[src/rtl/vga_pkg.sv]
// vga_pkg: 640x480@60 raster constants and the coordinate type
// shared by the raster generator and its consumers.
package vga_pkg;

    localparam int CLK_DIV   = 2;

    localparam int H_VISIBLE = 640;
    localparam int H_FP      = 16;
    localparam int H_SYNC    = 96;
    localparam int H_BP      = 48;

    localparam int V_VISIBLE = 480;
    localparam int V_FP      = 10;
    localparam int V_SYNC    = 2;
    localparam int V_BP      = 33;

    localparam int H_TOTAL   = H_VISIBLE + H_FP + H_SYNC + H_BP;
    localparam int V_TOTAL   = V_VISIBLE + V_FP + V_SYNC + V_BP;

    localparam int H_SYNC_START = H_VISIBLE + H_FP;
    localparam int H_SYNC_END   = H_SYNC_START + H_SYNC;
    localparam int V_SYNC_START = V_VISIBLE + V_FP;
    localparam int V_SYNC_END   = V_SYNC_START + V_SYNC;

    typedef logic [9:0] coord_t;

endpackage

[src/rtl/vga_pix_div.sv]
// vga_pix_div: divides the system clock down to a one-cycle pixel
// strobe, high on the last count of every CLK_DIV-cycle window.
module vga_pix_div #(
    parameter int CLK_DIV = 2
) (
    input  logic clk_i,
    input  logic rst_i,
    output logic pix_ce_o
);

    localparam int W = (CLK_DIV > 2) ? $clog2(CLK_DIV) : 1;
    localparam logic [W-1:0] LAST = W'(CLK_DIV - 1);

    logic [W-1:0] div_q;
    logic [W-1:0] div_d;

    always_comb begin
        div_d = div_q + 1'b1;
        if (div_q == LAST) begin
            div_d = '0;
        end
    end

    always_ff @(posedge clk_i or posedge rst_i) begin
        if (rst_i) begin
            div_q <= '0;
        end else begin
            div_q <= div_d;
        end
    end

    assign pix_ce_o = (div_q == LAST);

endmodule

[src/rtl/vga_timing.sv]
// vga_timing: raster generator (DrawX/DrawY, syncs, display enable, frame
// count). Define VGA_SYNC_DELAY_EN to delay syncs/display_en by one pixel.
module vga_timing #(
    parameter int CLK_DIV   = vga_pkg::CLK_DIV,
    parameter int H_VISIBLE = vga_pkg::H_VISIBLE,
    parameter int H_FP      = vga_pkg::H_FP,
    parameter int H_SYNC    = vga_pkg::H_SYNC,
    parameter int H_BP      = vga_pkg::H_BP,
    parameter int V_VISIBLE = vga_pkg::V_VISIBLE,
    parameter int V_FP      = vga_pkg::V_FP,
    parameter int V_SYNC    = vga_pkg::V_SYNC,
    parameter int V_BP      = vga_pkg::V_BP
) (
    input  logic       Clk,
    input  logic       Reset,
    output logic       pix_ce,
    output logic [9:0] DrawX,
    output logic [9:0] DrawY,
    output logic       hs,
    output logic       vs,
    output logic       frame_clk,
    output logic       display_en,
    output logic       frame_start,
    output logic [7:0] frame_cnt
);

    import vga_pkg::*;

    localparam int HT  = H_VISIBLE + H_FP + H_SYNC + H_BP;
    localparam int VT  = V_VISIBLE + V_FP + V_SYNC + V_BP;
    localparam int HSS = H_VISIBLE + H_FP;
    localparam int HSE = HSS + H_SYNC;
    localparam int VSS = V_VISIBLE + V_FP;
    localparam int VSE = VSS + V_SYNC;

    coord_t     x_q, x_d;
    coord_t     y_q, y_d;
    logic       hs_q, hs_d;
    logic       vs_q, vs_d;
    logic       den_q, den_d;
    logic       fs_q, fs_d;
    logic [7:0] fcnt_q, fcnt_d;

    vga_pix_div #(
        .CLK_DIV (CLK_DIV)
    ) u_div (
        .clk_i    (Clk),
        .rst_i    (Reset),
        .pix_ce_o (pix_ce)
    );

    always_comb begin
        x_d    = x_q;
        y_d    = y_q;
        fs_d   = 1'b0;
        fcnt_d = fcnt_q;
        if (pix_ce) begin
            if (x_q == coord_t'(HT - 1)) begin
                x_d = '0;
                if (y_q == coord_t'(VT - 1)) begin
                    y_d    = '0;
                    fs_d   = 1'b1;
                    fcnt_d = fcnt_q + 1'b1;
                end else begin
                    y_d = y_q + 1'b1;
                end
            end else begin
                x_d = x_q + 1'b1;
            end
        end
        // decode the current counters; lands one Clk later, same pixel
        hs_d  = !((x_q >= coord_t'(HSS)) && (x_q < coord_t'(HSE)));
        vs_d  = !((y_q >= coord_t'(VSS)) && (y_q < coord_t'(VSE)));
        den_d = (x_q < coord_t'(H_VISIBLE)) && (y_q < coord_t'(V_VISIBLE));
    end

    always_ff @(posedge Clk or posedge Reset) begin
        if (Reset) begin
            x_q    <= '0;
            y_q    <= '0;
            hs_q   <= 1'b1;
            vs_q   <= 1'b1;
            den_q  <= 1'b0;
            fs_q   <= 1'b0;
            fcnt_q <= '0;
        end else begin
            x_q    <= x_d;
            y_q    <= y_d;
            hs_q   <= hs_d;
            vs_q   <= vs_d;
            den_q  <= den_d;
            fs_q   <= fs_d;
            fcnt_q <= fcnt_d;
        end
    end

`ifdef VGA_SYNC_DELAY_EN
    logic hs_dl_q;
    logic vs_dl_q;
    logic den_dl_q;

    always_ff @(posedge Clk or posedge Reset) begin
        if (Reset) begin
            hs_dl_q  <= 1'b1;
            vs_dl_q  <= 1'b1;
            den_dl_q <= 1'b0;
        end else if (pix_ce) begin
            hs_dl_q  <= hs_q;
            vs_dl_q  <= vs_q;
            den_dl_q <= den_q;
        end
    end

    assign hs         = hs_dl_q;
    assign vs         = vs_dl_q;
    assign display_en = den_dl_q;
`else
    assign hs         = hs_q;
    assign vs         = vs_q;
    assign display_en = den_q;
`endif

    assign frame_clk   = vs;
    assign DrawX       = x_q;
    assign DrawY       = y_q;
    assign frame_start = fs_q;
    assign frame_cnt   = fcnt_q;

endmodule

[config.mk]
export PLATFORM = sky130hd
export DESIGN_NAME = vga_timing
export DESIGN_NICKNAME = d
export VERILOG_FILES = /design/src/rtl/vga_pkg.sv /design/src/rtl/vga_pix_div.sv /design/src/rtl/vga_timing.sv
export SDC_FILE = /design/constraint.sdc
export NUM_CORES = 1
export LEC_CHECK = 0
export ABC_CLOCK_PERIOD_IN_PS = 2000
export CORE_ASPECT_RATIO = 0.7
export CORE_MARGIN = 3
export CORE_UTILIZATION = 50
export DETAILED_ROUTE_END_ITERATION = 6
export PLACE_DENSITY = 0.76
export SYNTH_ARGS = -nofsm -noshare
export SYNTH_HDL_FRONTEND = slang
export SYNTH_SLANG_ARGS = --single-unit
[constraint.sdc]
create_clock -name Clk -period 2 [get_ports Clk]
set_input_delay 0.2 -clock Clk [delete_from_list [all_inputs] [get_ports Clk]]
set_output_delay 0.2 -clock Clk [all_outputs]
set_load 0.005 [all_outputs]
==> out/summary.txt, run 1 <==
Status: complete, no violations
RD Place Congestion: 0.9054
RSZ-0062 raised after global routing: false
Clock sinks: 33
Placement-stage cell area: 2069 µm²
Critical register-to-register path startpoint: DrawX[7]
CTS root buffer: clkbuf_8
HP Class: in2async
Yosys warns: 0
Top cell type by total area after synthesis: dfrtp_1
Power per cell area: 531.1 nW/µm²
Worst relative slew slack: 0.7050
Synth top area share: 0.4637
Layout cells sized above 1: 0.1436
Synth Area in Compound Gates: 0.05236
Storage element area: 828.3 µm²
Antenna violations before repair: 0
First-pass GRT wire length: 6513 µm
Worst vdd ir: 0.0004122 V
LEAKAGE: 0.9454 nW
Clock transition at path regs: 0.07 ns
Setup TNS: 0 ns
Setup crit start kind: flop
Setup-failing EPs final: 0
Placeable Area: 2983 µm²
Die area: 4087 µm²
Num CTS Buffers: 5
Via count: 1353
Post-synthesis async set-or-reset flop share: 1.000
WP data arrival: 2.01 ns
Setup slack, reg-to-reg: 0.13 ns
Met3 usage: 0.07156
Largest family of logic cells by synthesized area: simple AND/OR/NAND/NOR gates
I/O pin count: 36
Post-synthesis mux area share: 0.006731
Syn_nets: 166
Setup WS pre-CTS: -0.07085 ns
Design Area, Final: 2186 µm²
Hold Slack: 0.3104 ns
Vias per cell: 5.685
Synth Register Bits: 33
Achievable Freq: 0.5348 GHz
Die Span Y: 54.40 µm
Layer with the highest usage: met1
Wirelength per Cell: 16.78 µm
Tightest Pin Transition: 0.4364 ns
DRT iter0 DRCs: 78
Number of hold-repair buffers added at the cts stage: 0
Reg2Reg Depth: 4
ANT nets after route: 0
Die W: 75.14 µm
Final Hold Fails: 0
CTS tree: yes
Non-Filler Instances: 238
Synth Area in XOR/XNOR: 0.09424
Met1 Resource Use GR: 0.3113
Post-synth cell types: 38
Clk_lat worst skew: 0.28 ns
All-Layer GR Usage: 0.2189
Buffers added on ports: 35
Final min period: 1.870 ns
EDFF count, synth: 0
Avg Cell Area, Syn: 10.59 µm²
Req. time, crit path: 2.14 ns
Path type of the worst setup path: reg2reg
Htree depth: 2
Ys flop type: dfrtp_1
M2 GR Usage: 0.3107
Layout area overhead: 30.67%
Final Worst Setup Slack: 0.1300 ns
Worst-case clock buffer depth: 2
Final core occ: 0.7328
Mapped cell area: 1673 µm²
Tcrit/Tclk final: 0.9350
Max Slew Vio Count: 0
Routed wire length: 3994 µm
Nets: 209
Dominant cells by area after synthesis: dfrtp_1, xor2_1, ha_1, nand3_1, nand2_1
Fillers: 217
Fin Clk Skew: 0.004510 ns
Reg2reg end: DrawX[8]
TritonRoute pass-1 iters: 4
Max Cap Viol: 0
Post-synthesis adder-cell area fraction: 0.04488
Multi-input logic area: 793.3 µm²
Antenna Cells: 0
Max FO, Critical Path: 6
Power, Total: 1.161 mW
Simple-Gate Fraction of Synth Area: 0.2603
Vias in the first global route: 1316
Post-Synthesis Cells: 158
Seq/Total Area, Yosys: 0.4951
Overflow after GRT: 0
Critical Path Sink Type: flop
Largest net degree at the start of global routing: 34
Initial Util: 0.5608
DRC Markers: 0
Row cnt: 16
Dpl hpwl: 2906 µm
Dpl cells: 229
-- kinds of logic after synthesis --
kind of cell / after synthesis
DFF: 33
AOI/OAI and AO/OA: 14
buffers and inverters: 15
adders and majority gates: 6
muxes: 1
and+or+nand+nor: 71
xor gates and xnor gates: 18
-- worst max path at each step --
stage	from	to	slack, ns
after floorplan	DrawY[0]	frame_cnt[1]	0.24
after global placement	DrawY[0]	frame_cnt[5]	0.06
after detailed placement	DrawY[0]	frame_cnt[5]	-0.07
after CTS	DrawY[0]	frame_cnt[1]	-0.006
after global routing	DrawX[0]	DrawY[4]	0.003
final	DrawX[7]	DrawX[8]	0.13
-- timing repair --
action	4_1_cts	5_1_grt
setup buffers	0	1
resized for setup	2	3
endpoints found under the setup margin	2	11
-- cell usage after synthesis, types with 2 or more instances --
| library cell | count |
|---|---|
| nand4_1 | 6 |
| nor3_1 | 5 |
| nand3_1 | 14 |
| nor4_1 | 5 |
| and4_1 | 3 |
| inv_1 | 9 |
| buf_2 | 2 |
| nor2_1 | 5 |
| or3_1 | 4 |
| xor2_1 | 12 |
| xnor2_1 | 6 |
| buf_4 | 3 |
| dfstp_2 | 2 |
| a21oi_1 | 2 |
| nor4b_1 | 2 |
| dfrtp_1 | 31 |
| nand2_1 | 15 |
| o21ai_0 | 7 |
| ha_1 | 6 |
-- final cells by class --
cell class,count,share of cell area
clock buffer,6,0.03320
clock inverter,2,0.004579
inverter,9,0.01546
multi-input combinational,110,0.3629
sequential,33,0.3789
tap,36,0.02061
timing repair buffer,42,0.1843
-- worst max-delay path, stage by stage (launching register included) --
cell	delay, ns
dfrtp_1	0.48
nor4b_4	0.46
nand2_1	0.21
a2111oi_0	0.42
o32ai_1	0.17
-- state kept, by name, indices dropped and copies added, names as in the netlist --
name and flops:
frame_start 1, u_div.pix_ce_o 1, hs 1, DrawY 10, frame_cnt 8, frame_clk 1, DrawX 10, display_en 1
-- where the power goes --
part | switching, mW | total, mW | leakage (nW) | internal (mW)
clock | 0.237 | 0.477 | 0.0450 | 0.241
combinational | 0.0129 | 0.0160 | 0.466 | 0.00313
sequential | 0 | 0.668 | 0.435 | 0.668
-- metal layers --
layer | wire, µm | vias to the layer above
li1 | - | 644
met1 | 1936 | 654
met2 | 1743 | 46
met3 | 259 | 9
met4 | 55 | 0
met5 | 0 | -
-- cell usage in the layout (no fill, tap or decap), types with 2 or more instances in the layout --
cell             instances
nor3_1                   5
a21oi_1                  2
nand3_1                 14
dfrtp_1                 31
clkbuf_8                 5
ha_1                     6
nor2_1                   5
buf_4                    7
or3_1                    4
nor4_1                   3
xnor2_1                  6
nand4_1                  6
dfstp_2                  2
nand2_1                 15
clkinv_2                 2
inv_1                    9
and4_1                   2
o21ai_0                  7
nor4b_1                  2
clkdlybuf4s50_1         35
xor2_1                  12
nor4_2                   3
Power figures use the tool's default switching activity.
==> run 2, diff against run 1 <==
--- a/config.mk
+++ b/config.mk
@@ -9,3 +9,2 @@
 export CORE_ASPECT_RATIO = 0.7
-export CORE_MARGIN = 3
 export CORE_UTILIZATION = 50
@@ -13,2 +12,3 @@
 export PLACE_DENSITY = 0.76
+export SETUP_SLACK_MARGIN = 0.05
 export SYNTH_ARGS = -nofsm -noshare
--- a/constraint.sdc
+++ b/constraint.sdc
@@ -3,2 +3,2 @@
 set_output_delay 0.2 -clock Clk [all_outputs]
-set_load 0.005 [all_outputs]
+set_load 0.01 [all_outputs]
==> run 2 against run 1 <==
  * The flow now finishes with violations (DRC)
  * Final cell count rose by 2.1%
  * Flip-flop and latch count stayed put
  * Setup slack better by 0.023 ns
  * Via count shrank 0.15%
  * First-iteration DRC count rose by 33%
  * Clock power grew 15%
  * Count of clock-buffer cells in the layout up 1
  * Utilization decreased by 2.9 points
  * Sequential power hardly changed
  * Combinational power barely moved
  * Register-to-register slack better by 0.02 ns
  * Worst hold slack worse by 0.0026 ns
  * Critical path type unchanged
  * Highest routed layer unchanged
==> out/summary.txt, run 2 (same netlist as run 1, synthesis figures left out) <==
Tightest Pin Transition: 0.4073 ns
Vias per cell: 5.560
Row cnt: 17
DRT iter0 DRCs: 104
Buffers added on ports: 35
Die area: 3585 µm²
CTS root buffer: clkbuf_8
Die W: 71.14 µm
Max Slew Vio Count: 0
Final min period: 1.847 ns
Max Cap Viol: 0
Power Internal: 981.5 µW
RSZ-0062 raised after global routing: true
Storage element area: 828.3 µm²
Worst vdd ir: 0.0005764 V
Commonest non-fill, non-tap cell in the layout: clkdlybuf4s50_1
Placeable Area: 3169 µm²
Reg power frac: 0.541
Fillers: 236
Largest net degree at the start of global routing: 34
Logic pwr share: 0.013
ANT nets after route: 0
Setup bufs post-CTS: 0
Path type of the worst setup path: reg2reg
WP data arrival: 2.07 ns
LEAKAGE: 0.9735 nW
Status: finished with violations
Fin Clk Skew: 0.002763 ns
Setup crit start kind: flop
Nets: 212
DRC Markers: 4
Clock sinks: 33
Achievable Freq: 0.5415 GHz
Antenna violations before repair: 0
Initial Util: 0.5278
Clk_lat worst skew: 0.29 ns
Htree depth: 2
Slowest cell delay on critical path: 0.56 ns
Switching power: 251.7 µW
Final Hold Fails: 0
CTS tree: yes
Most frequent cells in the layout: clkdlybuf4s50_1, dfrtp_1, nand2_1, nand3_1, xor2_1
Multi-input logic area: 793.3 µm²
Tcrit/Tclk final: 0.9234
Power, Total: 1.233 mW
Num CTS Buffers: 5
All-Layer GR Usage: 0.2412
Dpl hpwl: 2735 µm
Failing checks: DRC
Worst path cell trace: ha_1, and4_2, nand3_4, or4_1, nand2_1
RD Place Congestion: 0.9054
Req. time, crit path: 2.23 ns
Non-Filler Instances: 243
Dpl cells: 235
Layout cells sized above 1: 0.1610
Antenna Cells: 0
Wirelength per Cell: 15.73 µm
Slowest cell on crit path: or4_1
Routed wire length: 3822 µm
Max FO, Critical Path: 13
Clock power share: 0.446
Clock transition at path regs: 0.07 ns
Layout area overhead: 33.28%
Vias in the first global route: 1237
Overflow after GRT: 0
Worst path bufs/invs: 0
Crit path max-delay family: simple AND/OR/NAND/NOR gates
Worst-case clock buffer depth: 2
Critical Path Sink Type: flop
Via count: 1351
Die Span Y: 50.40 µm
Setup-failing EPs final: 0
TritonRoute pass-1 iters: 7
First-pass GRT wire length: 6251 µm
Power per cell area: 553.1 nW/µm²
HP Class: in2async
Switching Share: 0.2041
Number of hold-repair buffers added at the cts stage: 0
Worst relative slew slack: 0.7285
I/O pin count: 36
run 2: tightest hold or removal path, stage by stage:
cell	delay, ns
clkdlybuf4s50_1	0.40
inv_1	0.05
buf_4	0.36
run 2: worst paths after layout:
path / startpoint / endpoint / slack (ns) / cells after the start
max: DrawX[1] / DrawY[4] / 0.15 / 5
min: Reset / DrawY[1] / 0.31 / 3
max reg2reg: DrawX[1] / DrawY[4] / 0.15 / 5
min reg2reg: frame_cnt[5] / frame_cnt[5] / 0.51 / 1
max in group asynchronous: Reset / hs / 1.37 / 3
min in group Clk: frame_cnt[5] / frame_cnt[5] / 0.51 / 1
run 2: routing by layer:
layer / track usage / routed length [µm]
met5: 0 / 0
met4: 0.1000 / 67
met3: 0.07430 / 268
met2: 0.3413 / 1652
met1: 0.3438 / 1834
run 2: through the flow:
step | instance area, µm² | TNS [ns] | hold slack, ns | util | setup WS, ns
after floorplan | 1673 | 0 | 0.3274 | - | 0.2117
after global placement | 2102 | 0 | 0.4668 | 0.6632 | 0.1097
after detailed placement | 2102 | -0.008804 | 0.4968 | 0.6632 | -0.008804
after CTS | 2216 | 0 | 0.3259 | 0.6992 | 0.07109
after global routing | 2230 | 0 | 0.3818 | 0.7035 | 0.02999
final | 2230 | 0 | 0.3077 | 0.7035 | 0.1533
run 2: final cells by class:
| type | instances | area share |
|---|---|---|
| clock inverter | 1 | 0.002245 |
| inverter | 9 | 0.01515 |
| tap | 38 | 0.02132 |
| multi-input combinational | 110 | 0.3558 |
| timing repair buffer | 45 | 0.1908 |
| sequential | 33 | 0.3715 |
| clock buffer | 7 | 0.04321 |
run 2: power by group through the flow:
stage / Combinational (mW) / Clock [mW] / Sequential [mW]
2_1_floorplan: 0.00981 / 0 / 0.680
3_3_place_gp: 0.0168 / 0 / 0.680
3_5_place_dp: 0.0169 / 0 / 0.680
4_1_cts: 0.0170 / 0.560 / 0.668
5_1_grt: 0.0193 / 0.589 / 0.667
6_report: 0.0157 / 0.550 / 0.668
run 2: timing repair:
action / in CTS / in global routing
resized for setup: 2 / 3
endpoints found under the hold margin: 0 / 0
setup endpoints to repair: 1 / 11
